<file path="config.mk">
export PLATFORM = sky130hd
export DESIGN_NAME = bht_update_queue
export DESIGN_NICKNAME = d
export VERILOG_FILES = /design/src/rtl/bht_update_queue.sv
export SDC_FILE = /design/constraint.sdc
export NUM_CORES = 1
export LEC_CHECK = 0
export ABC_AREA = 1
export ABC_CLOCK_PERIOD_IN_PS = 5000
export CELL_PAD_IN_SITES_DETAIL_PLACEMENT = 1
export CELL_PAD_IN_SITES_GLOBAL_PLACEMENT = 2
export CORE_ASPECT_RATIO = 0.7
export CORE_MARGIN = 5
export CORE_UTILIZATION = 29
export DETAILED_ROUTE_END_ITERATION = 8
export PLACE_DENSITY_LB_ADDON = 0.1
export SYNTH_ARGS = -nofsm -noshare
export SYNTH_HDL_FRONTEND = slang
export SYNTH_SLANG_ARGS = --single-unit
</file>
<file path="constraint.sdc">
create_clock -name clk_i -period 5 [get_ports clk_i]
set_input_delay 0.75 -clock clk_i [delete_from_list [all_inputs] [get_ports clk_i]]
set_output_delay 0.75 -clock clk_i [all_outputs]
set_load 0.005 [all_outputs]
</file>
<file path="src/rtl/bht_update_queue.sv">
// Branch-history-table update queue: buffers resolved branches until the predictor can take them.
// Optional same-cycle forwarding into an empty queue is enabled by defining BHT_UPDATE_BYPASS_EN.
package config_pkg;
    typedef struct packed {
        int unsigned VLEN;
        int unsigned BHTIndexBits;
    } cva6_cfg_t;

    localparam cva6_cfg_t cva6_cfg_empty = '{VLEN: 32'd0, BHTIndexBits: 32'd0};
endpackage

module bht_update_queue #(
    parameter config_pkg::cva6_cfg_t CVA6Cfg      = config_pkg::cva6_cfg_empty,
    parameter type                   bht_update_t = logic,
    parameter int unsigned           DEPTH        = 4
) (
    input  logic                            clk_i,
    input  logic                            rst_ni,
    input  logic                            flush_bp_i,
    input  logic                            debug_mode_i,
    input  logic [$bits(bht_update_t)-1:0]  resolved_update_i,
    input  logic                            stall_i,
    output logic [$bits(bht_update_t)-1:0]  bht_update_o,
    output logic [$clog2(DEPTH+1)-1:0]      count_o,
    output logic [15:0]                     drop_cnt_o
);
    localparam int unsigned   W    = $bits(bht_update_t);
    localparam int unsigned   PW   = $clog2(DEPTH);
    localparam int unsigned   CW   = $clog2(DEPTH+1);
    localparam logic [CW-1:0] FULL = CW'(DEPTH);

    // Field layout comes from bht_update_t itself; the core config only travels with the instance.
    if (CVA6Cfg.VLEN != 0) begin : g_cfg_present
    end

    logic [W-1:0]  r_mem [DEPTH];
    logic [PW-1:0] r_rd_ptr;
    logic [PW-1:0] r_wr_ptr;
    logic [CW-1:0] r_count;
    logic [15:0]   r_drop_cnt;

    logic          w_in_ok;
    logic          w_full;
    logic          w_pop;
    logic          w_push;
    logic          w_drop;
    logic          w_bypass;
    logic [W-1:0]  w_head;

    // valid is the first member of the packed update struct, hence its MSB.
    assign w_in_ok = resolved_update_i[W-1] & ~debug_mode_i & ~flush_bp_i;
    assign w_full  = (r_count == FULL);
    assign w_pop   = rst_ni & (r_count != '0) & ~stall_i & ~flush_bp_i;

`ifdef BHT_UPDATE_BYPASS_EN
    assign w_bypass = rst_ni & (r_count == '0) & ~stall_i & w_in_ok;
`else
    assign w_bypass = 1'b0;
`endif

    // A pop in the same cycle frees the slot the push needs, so a full queue still accepts.
    assign w_push = w_in_ok & (~w_full | w_pop) & ~w_bypass;
    assign w_drop = w_in_ok & w_full & ~w_pop;

    always_comb begin
        // NOTE: every output of this block is defaulted first so no path can infer a latch.
        w_head       = r_mem[r_rd_ptr];
        w_head[W-1]  = 1'b1;
        bht_update_o = '0;
        if (w_bypass) begin
            bht_update_o = resolved_update_i;
        end else if (w_pop) begin
            bht_update_o = w_head;
        end
    end

    always_ff @(posedge clk_i) begin
        // NOTE: state registers use non-blocking assignments so every flop samples pre-edge values.
        if (!rst_ni) begin
            r_rd_ptr   <= '0;
            r_wr_ptr   <= '0;
            r_count    <= '0;
            r_drop_cnt <= '0;
        end else if (flush_bp_i) begin
            r_rd_ptr <= '0;
            r_wr_ptr <= '0;
            r_count  <= '0;
        end else begin
            if (w_push) begin
                r_wr_ptr <= r_wr_ptr + PW'(1);
            end
            if (w_pop) begin
                r_rd_ptr <= r_rd_ptr + PW'(1);
            end
            if (w_push && !w_pop) begin
                r_count <= r_count + CW'(1);
            end else if (w_pop && !w_push) begin
                r_count <= r_count - CW'(1);
            end
            if (w_drop && (r_drop_cnt != 16'hFFFF)) begin
                r_drop_cnt <= r_drop_cnt + 16'd1;
            end
        end
    end

    // NOTE: storage is deliberately not reset; no entry is visible until count_o covers it.
    always_ff @(posedge clk_i) begin
        if (w_push) begin
            r_mem[r_wr_ptr] <= resolved_update_i;
        end
    end

    assign count_o    = r_count;
    assign drop_cnt_o = r_drop_cnt;

endmodule

</file>
==> results.yml, run 1 <==
detailed_routing:
  postRouteAntennaNets: 0
  wire_per_inst_um: 14.65
  first_iter_violations: 76
  vias: 1320
  drc: 0
  avgViaCountPerCell: 4.889
  drt_pass1_iterations: 4
  drt_wl_total_um: 3956
min_path:
  hp-start: "drop_cnt_o[1]$_SDFFE_PN0P_"
  holdPathStages: 2
  hold_path.class: "reg -> reg"
worst_setup_path:
  required_ns: 4.25
  path_delay_family: "buffers and inverters"
  cp.arrival_ns: 2.54
  crit_top_cell: "clkdlybuf4s50_1"
  max_stage_delay_ns: 0.54
  worstReg2RegStart: "count_o[0]$_SDFFE_PP0P_"
  rrSetupSlack_ns: 2.97
  critPathCapture: "bht_update_o"
  crit_chain: "clkdlybuf4s50_1 -> inv_2 -> nor2_2 -> nand2_1 -> a31oi_1 -> clkdlybuf4s50_1"
  worst-path-stages: 6
  startpoint: "rst_ni"
  end_kind: "output port"
  critPathLaunchType: "primary input"
  cp_max_fo: 15
  cp_slowest_cell: "clkdlybuf4s50_1"
  reg2reg_depth: 9
  crit_type: "in -> out"
  cp_num_buf_inv: 3
  r2r-end: "count_o[2]$_SDFFE_PP0P_"
yosys:
  synth_area_leaders: "dfxtp_1 30%, nand2_1 17%, a21oi_2 7.0%, nor2_1 5.7%, inv_1 5.1%"
  avgSynthCellArea_um2: 6.640
  synth_ff_type: "dfxtp_1"
  synth_top_family_by_area: "simple AND/OR/NAND/NOR gates"
  synth.net_count: 198
  synthArstFlopShare: 0
  synth_edf_count: 0
  synthAdderAreaFrac: 0.03589
  yosys.area_share.simple: 0.3799
  yosysMostFrequentCell: "nand2_1"
  synth_compound_gate_area_share: 0.1426
  synth-seq-cells: 19
  synth_xor_area_frac: 0.04885
  yosys_warnings: 0
  yosysTopAreaCell: "dfxtp_1"
  synthCells: 189
  ys_types: 24
  yosysSeqAreaShare: 0.3031
  synth_top_area_share: 0.3031
  synthMuxAreaShare: 0
  synth_commonest_cells: "58 x nand2_1, 19 x dfxtp_1, 19 x nor2_1"
  syn_area_um2: 1255
clocking:
  h-tree-depth: 1
  root_buffer: "clkbuf_8"
  cts_tree: "done"
  ctsResizeCount: 0
  cts_hold_buf: 0
  insertion_delay_ns: 0.26
  cts.sinks: 19
  cts_inserted_buffers: 3
  cts_buffer_depth: 2
  clk_pin_slew_ns: 0.08
  cts_setup_buffers: 0
sta:
  setup_viol: 0
  slew_headroom: 0.5710
  rsz0062_at_grt: "no"
  final.min_clock_period_ns: 3.292
  fin_setup_tns_ns: 0
  finClkSkew_ns: 0.002669
  worst_pin_slew_ns: 0.6429
  hold_violations: 0
  period_share: 0.6584
  finalMaxSlewViolations: 0
  setup_ws_ns: 1.708
  fmax_ghz: 0.3037
finish:
  postLayoutCellArea_um2: 1593
  final_cells: 270
  syn_to_final_growth_pct: 26.92
  drive_gt1_frac: 0.1395
  fillers: 547
  num-nets-final: 225
  diodes: 0
place:
  pre_cts_ws_ns: 1.724
  dpl_cell_area_um2: 1548
  port_buffers: 25
  dp_hpwl_um: 3078
  numPlacedInstances: 266
  gp_congestion: 0.7828
global_routing:
  grt_max_degree: 17
  antenna_found_initial: 0
  grt_overflow: 0
  grt_pass1_vias: 1411
  grt_usage: 0.1501
  grt_pass1_wl_um: 6775
die:
  dieArea_um2: 5764
  die_h_um: 65.04
  die_width_um: 88.63
  core_um2: 4254
  io_pins: 26
  initial_utilization: 0.2950
  num_rows: 20
power_and_ir_drop:
  leakagePower_nw: 0.5253
  peakVddDrop_v: 0.00008510
  power.density_nw_per_um2: 178.3
status:
  status: "completed"
job:
  max_cap_violations: 0
## layer usage
layer / global-route usage / up-vias / share of wire
met2: 0.2509 / 20 / 0.46
met4: 0.02075 / 0 / 0.0094
met5: 0 / - / 0
met1: 0.2020 / 645 / 0.50
met3: 0.03177 / 4 / 0.025
li1: - / 651 / -
## per-stage QoR
stage           power, W    util  hold WS [ns]
2_1_floorplan  0.0001647       -        0.4950
3_3_place_gp   0.0001725  0.3638        0.5234
3_5_place_dp   0.0001738  0.3638        0.5293
4_1_cts        0.0002874  0.3744        0.5494
5_1_grt        0.0002930  0.3744        0.5689
6_report       0.0002841  0.3744        0.5393
## cells by family after synthesis
| kind of cell | count (synthesis) |
|---|---|
| adders and majority gates | 3 |
| and+or+nand+nor | 106 |
| DFF | 19 |
| AOI/OAI and AO/OA | 28 |
| xor gates and xnor gates | 7 |
| buffers and inverters | 26 |
## layout make-up
type / instances / area [um2] / share of cell area
sequential: 19 / 380.4 / 0.2388
inverter: 23 / 86.33 / 0.05420
tap: 55 / 68.82 / 0.04320
clock buffer: 4 / 45.04 / 0.02828
timing repair buffer: 25 / 250.2 / 0.1571
multi-input combinational: 144 / 762.0 / 0.4784
## worst min-delay path by stage
stage               slack (ns)                    endpoint
finish                    0.54  drop_cnt_o[1]$_SDFFE_PN0P_
global route              0.57  drop_cnt_o[6]$_SDFFE_PN0P_
CTS                       0.55     count_o[0]$_SDFFE_PP0P_
detailed placement        0.53     count_o[2]$_SDFFE_PP0P_
global placement          0.52  drop_cnt_o[6]$_SDFFE_PN0P_
floorplan                 0.50     count_o[2]$_SDFFE_PP0P_
## flip-flops by register name (all words and copies together) (netlist names)
name and cells:
drop_cnt_o 16, count_o 3
## where the power goes
group / switching, W / leakage [nW] / internal (W)
Combinational: 0.00000966 / 0.349 / 0.00000762
Sequential: 0.000000950 / 0.153 / 0.000152
Clock: 0.0000571 / 0.0228 / 0.0000568
Total: 0.0000677 / 0.525 / 0.000216
## worst min-delay path, delay by kind of cell, from the launching register on
kind | cells | cell delay, ns
flip-flops | 1 | 0.35
AND/OR/NAND/NOR | 2 | 0.16
## layout by cell type (no fill, tap or decap)
| cell | count |
|---|---|
| inv_2 | 6 |
| nor2_2 | 4 |
| nand2_1 | 58 |
| nor2_1 | 19 |
| a21oi_2 | 10 |
| inv_1 | 17 |
| nand2_4 | 2 |
| nand2_2 | 3 |
| fa_1 | 1 |
| xor2_1 | 5 |
| nand4_1 | 5 |
| a21oi_1 | 9 |
| nor2_4 | 2 |
| xnor2_1 | 2 |
| clkbuf_1 | 1 |
| ha_1 | 2 |
| nand3b_1 | 1 |
| dfxtp_1 | 19 |
| clkdlybuf4s50_1 | 25 |
| nor3_1 | 1 |
| o21ai_0 | 8 |
| a31oi_1 | 1 |
| nand3_1 | 11 |
| clkbuf_8 | 3 |
Note: power is estimated with default switching activity, not from simulation.
==> run 2: changes to the inputs <==
ABC_CLOCK_PERIOD_IN_PS = 2700   (was 5000)
CORE_UTILIZATION = 24   (was 29)
clock period = 2.7 ns   (was 5 ns; I/O delays follow)
==> run 2 against run 1 <==
Non-clock buffer count grew 3. Sequential share of layout area decreased by 0.64 points. Worst hold slack worse by 0.0083 ns. Critical path depth unchanged. Die area rose by 18%. First-iteration DRC count shrank 32%. Critical path type unchanged. Total power up 87%.
==> results.yml, run 2 (synthesis gave the netlist of run 1 again) <==
global_routing:
  grt_max_degree: 17
  grt_pass1_vias: 1302
  grt_usage: 0.1285
  grt_pass1_wl_um: 6665
  antenna_found_initial: 0
  grt_overflow: 0
sta:
  worst_pin_slew_ns: 0.3045
  fin_setup_tns_ns: 0
  setup_ws_ns: 0.2800
  finalMaxSlewViolations: 0
  rsz0062_at_grt: "no"
  finClkSkew_ns: 0.005238
  final.min_clock_period_ns: 2.420
  period_share: 0.8963
  hold_violations: 0
  slew_headroom: 0.7967
  fmax_ghz: 0.4132
  setup_viol: 0
die:
  io_pins: 26
  die_h_um: 70.50
  die_width_um: 96.43
  initial_utilization: 0.2438
  core_um2: 5147
  num_rows: 22
  dieArea_um2: 6798
detailed_routing:
  postRouteAntennaNets: 0
  drt_pass1_iterations: 4
  wire_per_inst_um: 13.67
  vias: 1282
  first_iter_violations: 52
  drc: 0
  drt_wl_total_um: 3964
  avgViaCountPerCell: 4.421
status:
  status: "completed"
place:
  pre_cts_ws_ns: 0.03714
  dp_hpwl_um: 3095
  port_buffers: 25
  gp_congestion: 0.8049
power_and_ir_drop:
  peakVddDrop_v: 0.0001452
  internal_power_w: 0.0004020
  leakagePower_nw: 0.5410
  p_comb_frac: 0.062
  power.density_nw_per_um2: 324.7
  p_switching_w: 0.0001295
  switching_share: 0.2436
  clkPwrFrac: 0.405
  seq_power_share: 0.533
  p_total_w: 0.0005315
worst_setup_path:
  cp_slowest_cell: "clkdlybuf4s50_1"
  worst-path-stages: 6
  crit_chain: "clkdlybuf4s50_1 -> inv_2 -> nor2_2 -> nand2_1 -> a31oi_1 -> clkdlybuf4s50_1"
  crit_type: "in -> out"
  startpoint: "rst_ni"
  cp_num_buf_inv: 3
  path_delay_family: "buffers and inverters"
  rrSetupSlack_ns: 0.77
  critPathLaunchType: "primary input"
  end_kind: "output port"
  reg2reg_depth: 9
  cp.arrival_ns: 2.02
  worstReg2RegStart: "count_o[0]$_SDFFE_PP0P_"
  max_stage_delay_ns: 0.55
  critPathCapture: "bht_update_o"
  r2r-end: "count_o[2]$_SDFFE_PP0P_"
  crit_top_cell: "clkdlybuf4s50_1"
  required_ns: 2.30
  cp_max_fo: 4
clocking:
  insertion_delay_ns: 0.27
  ctsResizeCount: 0
  cts_setup_buffers: 0
  root_buffer: "clkbuf_8"
  cts_buffer_depth: 2
  h-tree-depth: 1
  cts_inserted_buffers: 3
  cts.sinks: 19
  clk_pin_slew_ns: 0.08
  cts_hold_buf: 0
  cts_tree: "done"
finish:
  drive_gt1_frac: 0.1514
  syn_to_final_growth_pct: 30.41
  largest_reg_flops: 16
  num-nets-final: 228
  layout_common_cells: "58 x nand2_1, 25 x clkdlybuf4s50_1, 19 x nor2_1, 19 x dfxtp_1, 17 x inv_1"
  layout_commonest_cell: "nand2_1"
  diodes: 0
  fillers: 654
job:
  max_cap_violations: 0
min_path:
  hold_path.class: "reg -> reg"
run 2: power by group through the flow:
stage / logic, W / registers [W] / clock network (W)
finish: 0.0000329 / 0.000283 / 0.000215
global route: 0.0000364 / 0.000284 / 0.000237
CTS: 0.0000335 / 0.000283 / 0.000230
detailed placement: 0.0000334 / 0.000290 / 0
global placement: 0.0000317 / 0.000290 / 0
floorplan: 0.0000154 / 0.000290 / 0
run 2: per-layer routing:
| layer | vias up | wire [um] | GRT usage |
|---|---|---|---|
| met5 | - | 0 | 0 |
| met4 | 0 | 50 | 0.03266 |
| met3 | 6 | 138 | 0.03445 |
| met2 | 19 | 1682 | 0.1890 |
| met1 | 600 | 2093 | 0.1847 |
| li1 | 657 | - | - |
run 2: stage by stage:
stage,instance area (um2),utilization,instances,hold slack (ns)
after global placement,1592,0.3092,286,0.5128
final,1637,0.3179,290,0.5310
after floorplan,1255,-,189,0.4950
after CTS,1637,0.3179,290,0.5362
after global routing,1637,0.3179,290,0.5745
after detailed placement,1592,0.3092,286,0.5187
run 2: worst reg2reg max path: cells and delay by family (launching register included):
kind / cells / cell delay, ns
adders and majority gates: 2 / 0.55
DFF: 1 / 0.45
AOI/OAI and AO/OA: 5 / 0.62
and+or+nand+nor: 1 / 0.12
buffers and inverters: 1 / 0.08
run 2: final cells by class:
cell class | count | area [um2] | area share
clock buffers | 4 | 45.04 | 0.02752
inverters | 23 | 86.33 | 0.05275
multi-input cells | 144 | 762.0 | 0.4656
flip-flops and latches | 19 | 380.4 | 0.2324
well taps | 72 | 90.09 | 0.05505
repair buffers | 28 | 272.8 | 0.1667
run 2: worst min-delay path by stage:
stage / start / end / depth (start not counted)
finish: count_o[2]$_SDFFE_PP0P_ / count_o[2]$_SDFFE_PP0P_ / 2
global route: drop_cnt_o[1]$_SDFFE_PN0P_ / drop_cnt_o[1]$_SDFFE_PN0P_ / 2
detailed placement: count_o[2]$_SDFFE_PP0P_ / count_o[2]$_SDFFE_PP0P_ / 2
global placement: count_o[2]$_SDFFE_PP0P_ / count_o[2]$_SDFFE_PP0P_ / 2
floorplan: count_o[2]$_SDFFE_PP0P_ / count_o[2]$_SDFFE_PP0P_ / 2
CTS: count_o[2]$_SDFFE_PP0P_ / count_o[2]$_SDFFE_PP0P_ / 2
==> run 3: changes to the inputs <==
CAP_MARGIN = 25   (was unset)
==> results of run 3 <==
Final layout, timing and power as in run 2 (identical DEF).
